==> src/rtl/wb_arbiter.sv <==
// wb_arbiter: register-file write-port arbiter (WB fixed priority, A/B round-robin) with starvation stall.
// Optional pending-write scoreboard enabled by WBARB_SCOREBOARD_EN.
module wb_arbiter #(
  parameter int DATA_W     = 32,
  parameter int ADDR_W     = 5,
  parameter int REG_NUM    = 32,
  parameter int STARVE_MAX = 4
) (
  input  logic              clk,
  input  logic              rst_n,
  input  logic              wb_valid_i,
  input  logic [ADDR_W-1:0] wb_addr_i,
  input  logic [DATA_W-1:0] wb_data_i,
  input  logic              a_valid_i,
  input  logic [ADDR_W-1:0] a_addr_i,
  input  logic [DATA_W-1:0] a_data_i,
  output logic              a_ready_o,
  input  logic              b_valid_i,
  input  logic [ADDR_W-1:0] b_addr_i,
  input  logic [DATA_W-1:0] b_data_i,
  output logic              b_ready_o,
  output logic              rf_we_o,
  output logic [ADDR_W-1:0] rf_waddr_o,
  output logic [DATA_W-1:0] rf_wdata_o,
  output logic              pipe_stall_o,
  input  logic              iss_valid_i,
  input  logic [ADDR_W-1:0] iss_addr_i,
  input  logic [ADDR_W-1:0] chk_addr1_i,
  input  logic [ADDR_W-1:0] chk_addr2_i,
  output logic              busy1_o,
  output logic              busy2_o
);
  typedef enum logic {NORMAL, STALL} state_e;
  state_e            state_q;
  logic [3:0]        cnt_q;
  logic [3:0]        cnt_inc;
  logic              rr_q;
  logic              wb_gnt, a_gnt, b_gnt, hs;
  logic [ADDR_W-1:0] hs_addr, win_addr;
  logic [DATA_W-1:0] hs_data;
  // Grants are masked while in reset so held requests are not handshaken.
  assign wb_gnt   = rst_n & wb_valid_i;
  assign a_gnt    = rst_n & ~wb_valid_i & a_valid_i & (~b_valid_i | ~rr_q);
  assign b_gnt    = rst_n & ~wb_valid_i & b_valid_i & ~a_gnt;
  assign hs       = a_gnt | b_gnt;
  assign hs_addr  = a_gnt ? a_addr_i : b_addr_i;
  assign hs_data  = a_gnt ? a_data_i : b_data_i;
  assign win_addr = wb_gnt ? wb_addr_i : hs ? hs_addr : '0;
  assign a_ready_o    = a_gnt;
  assign b_ready_o    = b_gnt;
  assign rf_waddr_o   = win_addr;
  assign rf_wdata_o   = wb_gnt ? wb_data_i : hs ? hs_data : '0;
  assign rf_we_o      = win_addr != '0;
  assign pipe_stall_o = state_q == STALL;
  assign cnt_inc      = cnt_q + 4'd1;
  always_ff @(posedge clk or negedge rst_n) begin
    if (!rst_n) begin
      state_q <= NORMAL;
      cnt_q   <= '0;
      rr_q    <= 1'b0;
    end else begin
      if (hs) rr_q <= a_gnt;
      case (state_q)
        NORMAL: begin
          if (hs || !(a_valid_i || b_valid_i)) cnt_q <= '0;
          else begin
            cnt_q <= cnt_inc;
            if (cnt_inc == 4'(STARVE_MAX)) state_q <= STALL;
          end
        end
        default: begin
          if (hs) begin
            state_q <= NORMAL;
            cnt_q   <= '0;
          end
        end
      endcase
    end
  end
`ifdef WBARB_SCOREBOARD_EN
  logic [REG_NUM-1:0] busy_q, busy_d;
  // Set after clear so a same-cycle issue to a committing register stays pending.
  always_comb begin
    busy_d = busy_q;
    if (hs) busy_d[hs_addr] = 1'b0;
    if (iss_valid_i && iss_addr_i != '0) busy_d[iss_addr_i] = 1'b1;
  end
  always_ff @(posedge clk or negedge rst_n) begin
    if (!rst_n) busy_q <= '0;
    else busy_q <= busy_d;
  end
  assign busy1_o = chk_addr1_i != '0 && busy_q[chk_addr1_i] && !(hs && hs_addr == chk_addr1_i);
  assign busy2_o = chk_addr2_i != '0 && busy_q[chk_addr2_i] && !(hs && hs_addr == chk_addr2_i);
`else
  localparam int unused_reg_num = REG_NUM;
  logic unused_iss;
  assign unused_iss = ^{iss_valid_i, iss_addr_i, chk_addr1_i, chk_addr2_i};
  assign busy1_o = 1'b0;
  assign busy2_o = 1'b0;
`endif
endmodule

==> config.mk <==
export PLATFORM = sky130hd
export DESIGN_NAME = wb_arbiter
export DESIGN_NICKNAME = d
export VERILOG_FILES = /design/src/rtl/wb_arbiter.sv
export SDC_FILE = /design/constraint.sdc
export NUM_CORES = 1
export LEC_CHECK = 0
export ABC_AREA = 1
export BUFFER_PORTS_ARGS = -buffer_cell sky130_fd_sc_hd__buf_2
export CAP_MARGIN = 0
export CORE_UTILIZATION = 28
export CTS_BUF_LIST = sky130_fd_sc_hd__clkbuf_4
export DETAILED_ROUTE_END_ITERATION = 10
export PLACE_DENSITY = 0.9
export SLEW_MARGIN = 40
export SYNTH_ARGS = -nofsm -noshare
export SYNTH_HDL_FRONTEND = slang
export SYNTH_SLANG_ARGS = --single-unit
==> constraint.sdc <==
create_clock -name clk -period 1 [get_ports clk]
set_input_delay 0.05 -clock clk [delete_from_list [all_inputs] [get_ports clk]]
set_output_delay 0.05 -clock clk [all_outputs]
set_load 0.05 [all_outputs]
==> results of run 1 <==
## cell type report
cell class | count | area, sq um | area share
Sequential cell | 6 | 151 | 0.0475
Multi-Input combinational cell | 186 | 1550 | 0.486
Inverter | 17 | 86.3 | 0.0271
Clock buffer | 4 | 30.0 | 0.00942
Tap cell | 50 | 62.6 | 0.0196
Timing Repair Buffer | 179 | 1310 | 0.411
## critical path, delay by kind of cell, from the launching register on
| family | cells | cell delay [ps] |
|---|---|---|
| compound gates | 1 | 190 |
| simple gates | 5 | 460 |
| flops | 1 | 390 |
| buf+inv | 2 | 250 |
## metrics by stage
step / hold slack, ps / setup TNS, ps
detailed placement: -11.1 / -14100
global route: 271 / -23560
floorplan: -246 / -6860
finish: 274 / -21190
CTS: 265 / -20020
global placement: -12.9 / -13040
## Yosys cell counts, drive strengths merged
master / instances
mux2i: 1
o21ai: 66
xnor2: 1
buf: 13
conb: 1
ha: 1
nand3: 8
clkinv: 1
nand3b: 4
clkbuf: 3
nand4: 1
a21oi: 1
dfrtp: 6
xor2: 1
o22ai: 1
o21bai: 1
inv: 16
nor2: 39
nand2: 59
## repair_timing
action	4_1_cts	5_1_grt
pin swaps	0	2
buffers inserted	2	0
hold endpoints to repair	6	0
resized for setup	117	32
setup endpoints to repair	43	45
hold buffers	1	0
## metal layers
metal / up-vias / track usage
met1: 1042 / 0.256
met3: 14 / 0.0378
met5: - / 0
met4: 0 / 0.0408
li1: 1063 / -
met2: 116 / 0.474
## worst min-delay path by stage
stage,slack (ps),end,from,cells past startpoint
after floorplan,-250,cnt_q[0]$_DFFE_PN0P_,rst_n,0
after global placement,-10,cnt_q[0]$_DFFE_PN0P_,rst_n,2
after detailed placement,-10,cnt_q[1]$_DFFE_PN0P_,rst_n,2
after CTS,270,rr_q$_DFFE_PN0P_,rst_n,3
after global routing,270,rr_q$_DFFE_PN0P_,rst_n,3
final,270,cnt_q[3]$_DFFE_PN0P_,rst_n,3
## cell usage in the layout, fill, tap and decap left out
cell type / Yosys / layout
ha_2: 0 / 1
o22ai_1: 1 / 1
nor2_1: 37 / 33
conb_1: 1 / 2
clkinv_1: 1 / 1
a21oi_4: 0 / 1
nand3_1: 8 / 4
buf_8: 0 / 9
dfrtp_2: 0 / 1
buf_4: 5 / 17
buf_12: 0 / 5
nand2_1: 52 / 49
buf_2: 1 / 115
nand2_4: 2 / 6
dfrtp_1: 6 / 5
clkinvlp_4: 0 / 1
o21ai_2: 0 / 25
o21bai_4: 0 / 1
nand4_1: 1 / 1
nand3_4: 0 / 1
o21ai_4: 0 / 38
o21ai_0: 16 / 1
buf_6: 7 / 32
xor2_2: 0 / 1
inv_4: 1 / 1
xnor2_2: 0 / 1
nand3_2: 0 / 3
dlygate4sd3_1: 0 / 1
inv_16: 0 / 1
nand2_8: 1 / 2
mux2i_1: 1 / 1
nand3b_1: 4 / 4
clkbuf_4: 0 / 4
nor2_4: 2 / 4
nor2_2: 0 / 2
inv_2: 2 / 2
inv_1: 13 / 11
o21ai_1: 50 / 2
nand2_2: 4 / 2
## power breakdown
part	switching, mW	leakage, nW	internal (mW)
Clock	0.0947	0.0184	0.179
Combinational	1.30	1.41	0.921
Sequential	0.0853	0.0772	0.319
Total	1.48	1.51	1.42
## state kept, by name, indices dropped and copies added (netlist names)
name          count
cnt_q             4
pipe_stall_o      1
rr_q              1
## cells by family (layout without fill, tap and decap cells)
logic type	Yosys count	count (layout)
flops	6	6
simple gates	111	111
compound gates	69	69
xor+xnor	2	2
buf+inv	33	200
mux	1	1
other cells	1	2
fa+ha+maj	1	1
==> reports/results.tsv, run 1 <==
metric	value	unit
sequential element share of the synthesized area	0.120	
CP startpoint kind	flop	
post-route insts no fill	442	
vias in the first global route	1999	
XOR/XNOR Fraction of Synth Area	0.0141	
multiplexer share of the synthesized area	0.00803	
Met3 Wirelength	415	microns
final setup margin	-615	ps
max-slew violation count	0	
Compound-Gate Fraction of Synth Area	0.283	
fraction of the mapped netlist area in adder cells	0.0100	
initial antenna violation count	0	
maximum vdd drop	1.18	mV
simple-gate share of the synthesized area	0.402	
Max-Cap Viols	0	
Die Span Y	68.7	microns
post-synth top area share	0.201	
row cnt	23	
Synth Cell Area	1250	sq um
root buffer cell	clkbuf_4	
Initial DRC Count	57	
nets@finish	526	
Synth area leader	o21ai_1	
Worst-path clk slew	50	ps
Longest Clk Path Bufs	2	
CP Max Fanout	34	
HPWL Detailed	4390	microns
antenna-violating nets left	0	
failing checks	setup timing	
1st-pass router iterations	4	
routed vias/inst	5.06	
Ys Warns	0	
GP Congestion	0.818	
dpl ws	-405	ps
global-route wire length before repair	8490	microns
WL met1	2190	microns
Worst Path Arrival	1560	ps
pin count of the biggest net entering global routing	35	
r2r endpoint	rr_q$_DFFE_PN0P_	
Max Freq	619	MHz
P per Cell Area	910	nW/um^2
Total Power	2.90	mW
area growth from synthesis to layout	156	%
total track usage	0.236	
cell repeated most along the worst path	nand2_4	
Critical Path RT	950	ps
FF+latch count, synth	6	
slowest stage delay, CP	390	ps
number of buffers created by CTS	3	
Crit. End Element	output port	
Clock H-tree levels	1	
routed wl met2	3810	microns
Worst R2R Setup Slack	-130	ps
DRC viols	0	
post-detailed-route wirelength per cell	14.7	microns
R2R depth	6	
Critical Path Sink	rf_we_o	
syn_area_per_cell	5.56	sq um
kind of critical path	flop to output port	
layout cells sized above 1	0.704	
final WL	6510	microns
Clock Skew	14.7	ps
Hold Crit Class	primary input to asynchronous set/reset pin	
IO Pins	175	
endpoints failing hold	0	
fin crit share	1.61	
Area contributors post-synth	o21ai_1 20%, nand2_1 16%, dfrtp_1 12%	
Placed Area	2600	sq um
Tmin final	1610	ps
Die ar.	4720	sq um
library cells used by synthesis	28	
worst r2r src	rr_q$_DFFE_PN0P_	
CP Launch Point	rr_q$_DFFE_PN0P_	
Clock Latency Late Sink	250	ps
Util after Layout	0.769	
core region area	4140	sq um
Vias	2235	
Slowest-stage cell, CP	dfrtp_1	
RSZ-0062 raised after global routing	true	
status	finished with violations	
CTS tree	yes	
Initial Utilization	0.301	
Chip Width	68.7	microns
antenna fix cells	0	
Critical Path, Cell by Cell	nand2_4 -> nand2_8 -> inv_16 -> nand2_4 -> nand2_2 -> a21oi_4 -> nand3_4 -> buf_6	
Filler Cell Count	265	
Synth Instances	224	
port bufs	156	
cell area after layout	3190	sq um
Leakage	1.51	nW
Placed Cells	436	
clk sink count	6	
setup violators final	41	
top routing layer used	met4	
GR Overflow Total	0	
main combinational cell family by area after synthesis	simple AND/OR/NAND/NOR gates	
(Power assumes the default switching activity.)
==> inputs of run 2 (changes only) <==
Settings changed: ABC_AREA 1 to 0, CORE_AREA from default to 2 2 68 70, CORE_UTILIZATION 28 to default, DIE_AREA from default to 0 0 70 72.
==> run 2 against run 1 <==
Compared with the run above:
- the flow still finishes with violations (setup timing)
- critical path type unchanged
- combinational power is 10% higher
- worst hold slack worse by 11 ps
- core utilization is 2.3 points lower
- via count is 12% lower
- setup slack worse by 400 ps
- sequential power is 6.4% lower
- total power is 6.7% higher
- synthesized cell count is 26% lower
- sequential share of layout area hardly changed
- flip-flop and latch count stayed put
- die area is 6.7% higher
- routed wire length is 9.2% lower
==> reports/results.tsv, run 2 <==
metric	value	unit
Most flops, register	cnt_q	
slowest stage delay, CP	480	ps
root buffer cell	clkbuf_4	
Die Span Y	72	microns
row cnt	24	
pin count of the biggest net entering global routing	28	
Area contributors post-synth	mux2i_1 31%, o21ai_0 17%, dfrtp_1 13%	
Max Freq	496	MHz
kind of critical path	flop to output port	
Tmin final	2020	ps
IO Pins	175	
CP Depth	6	
Worst-path clk slew	50	ps
Clock H-tree levels	1	
Hold Crit Class	primary input to asynchronous set/reset pin	
global-route wire length before repair	9160	microns
post-synth top area share	0.309	
CTS tree	yes	
cell family with most CP delay	simple AND/OR/NAND/NOR gates	
Initial DRC Count	35	
CP startpoint kind	flop	
GR Overflow Total	0	
Vias	1966	
Synth Flop Type	dfrtp_1	
Die ar.	5040	sq um
Hold Worst Slack	263	ps
vias in the first global route	2030	
maximum vdd drop	0.766	mV
Slowest-stage cell, CP	or4b_4	
P per Cell Area	973	nW/um^2
most frequent cell after synthesis	o21ai_0	
CP Max Fanout	5	
Initial Utilization	0.266	
post-detailed-route wirelength per cell	15.0	microns
antenna-violating nets left	0	
max reg flops	4	
Critical Path, Cell by Cell	a21boi_4 -> mux2i_1 -> o21ai_2 -> nor2_1 -> or4b_4 -> buf_8	
nets@finish	477	
failing checks	setup timing	
total track usage	0.225	
Max-Cap Viols	0	
Rel. slew slack	0.588	
final WL	5920	microns
Clock Skew	11.5	ps
final setup margin	-1020	ps
Ys Warns	0	
Synth area leader	mux2i_1	
Post-synth EDFFs	0	
leading cell type in the layout, fill and taps excluded	buf_2	
Chip Width	70	microns
R2R depth	5	
GP Congestion	0.746	
layout cells sized above 1	0.784	
core region area	4260	sq um
FF+latch count, synth	6	
Longest Clk Path Bufs	2	
Worst Tran Pin Value	618	ps
1st-pass router iterations	4	
setup violators final	46	
number of buffers created by CTS	3	
library cells used by synthesis	28	
Worst R2R Setup Slack	-310	ps
fin crit share	2.02	
initial antenna violation count	0	
Crit. End Element	output port	
RSZ-0062 raised after global routing	true	
WP buf/inv	1	
max-slew violation count	0	
syn_area_per_cell	6.87	sq um
endpoints failing hold	0	
clk sink count	6	
routed vias/inst	4.98	
Worst Path Arrival	1970	ps
DRC viols	0	
Synth Instances	165	
most frequent cells after synthesis	39 x o21ai_0, 37 x nand2_1, 35 x mux2i_1, 7 x clkbuf_1, 6 x dfrtp_1	
HPWL Detailed	4810	microns
sequential element share of the synthesized area	0.132	
port bufs	156	
Placed Cells	385	
Synth async-reset ratio	1.00	
post-route insts no fill	395	
Clock Latency Late Sink	250	ps
Synth Cell Area	1130	sq um
antenna fix cells	0	
area growth from synthesis to layout	181	%
status	finished with violations	
Leakage	1.43	nW
Critical Path RT	950	ps
most frequent cells in the layout	115 x buf_2, 46 x buf_4, 37 x nand2_1	
Filler Cell Count	303	
-- run 2: cell count changes in the layout (fill, tap and decap cells not counted), moves of 4 or more --
cell	previous run	this run
buf_6	32	18
nand2_4	6	0
inv_1	11	1
nand3b_1	4	0
o21ai_4	38	29
nor2_1	33	3
buf_8	9	4
o21ai_2	25	8
nand2_1	49	37
buf_4	17	46
mux2i_4	0	29
-- run 2: final cells by class --
type                       count  area (sq um)  share of cell area
sequential                     6           151              0.0476
timing repair buffer         187          1250               0.394
clock buffer                   4          30.0             0.00944
tap                           52          65.1              0.0204
inverter                       1          3.75             0.00118
multi-input combinational    145          1680               0.527
-- run 2: power breakdown --
part | internal (mW) | switching, mW
Sequential | 0.321 | 0.0571
Clock | 0.178 | 0.0909
Combinational | 1.13 | 1.32
-- run 2: worst min-delay path, cell delays in order --
cell           delay (ps)
buf_2                  90
dlygate4sd3_1         570
buf_4                 130
-- run 2: routing by layer --
metal | global-route usage | part of all wire | vias to the layer above
met5 | 0 | 0 | -
met4 | 0.0726 | 0.026 | 0
met3 | 0.0194 | 0.075 | 14
met2 | 0.477 | 0.59 | 105
met1 | 0.227 | 0.31 | 906
li1 | - | - | 941
-- run 2: path summary, 6_finish.rpt --
| kind | start | endpoint |
|---|---|---|
| max | rr_q$_DFFE_PN0P_ | rf_we_o |
| min | rst_n | cnt_q[1]$_DFFE_PN0P_ |
| max reg2reg | rr_q$_DFFE_PN0P_ | rr_q$_DFFE_PN0P_ |
| min reg2reg | cnt_q[2]$_DFFE_PN0P_ | cnt_q[2]$_DFFE_PN0P_ |
| max in group asynchronous | rst_n | rr_q$_DFFE_PN0P_ |
| min in group clk | wb_data_i[21] | rf_wdata_o[21] |
-- run 2: per-stage QoR --
| step | power, mW | TNS, ps | instance area, sq um | util | setup slack (ps) |
|---|---|---|---|---|---|
| after global placement | 2.45 | -26200 | 2810 | 0.658 | -777 |
| after detailed placement | 2.51 | -28820 | 2810 | 0.658 | -840 |
| after global routing | 3.27 | -36870 | 3180 | 0.746 | -1130 |
| final | 3.10 | -33210 | 3180 | 0.746 | -1020 |
| after CTS | 3.04 | -34180 | 3080 | 0.723 | -1000 |
| after floorplan | 1.89 | -18620 | 1890 | - | -799 |
-- run 2: cells by family after synthesis --
family | after synthesis | share of synthesized area
buffers and inverters | 15 | 0.0740
multiplexers | 36 | 0.319
AND/OR/NAND/NOR | 55 | 0.210
adder cells (fa/ha/maj) | 1 | 0.0110
XOR/XNOR | 1 | 0.00773
other | 1 | 0.00331
flip-flops | 6 | 0.132
AO/OA/AOI/OAI | 50 | 0.243
-- run 2: what timing repair did --
action,CTS,global route
pin swaps,2,0
buffers inserted,3,3
endpoints found under the hold margin,6,0
hold buffers,1,0
gates resized for setup,66,30
setup endpoints to repair,47,47
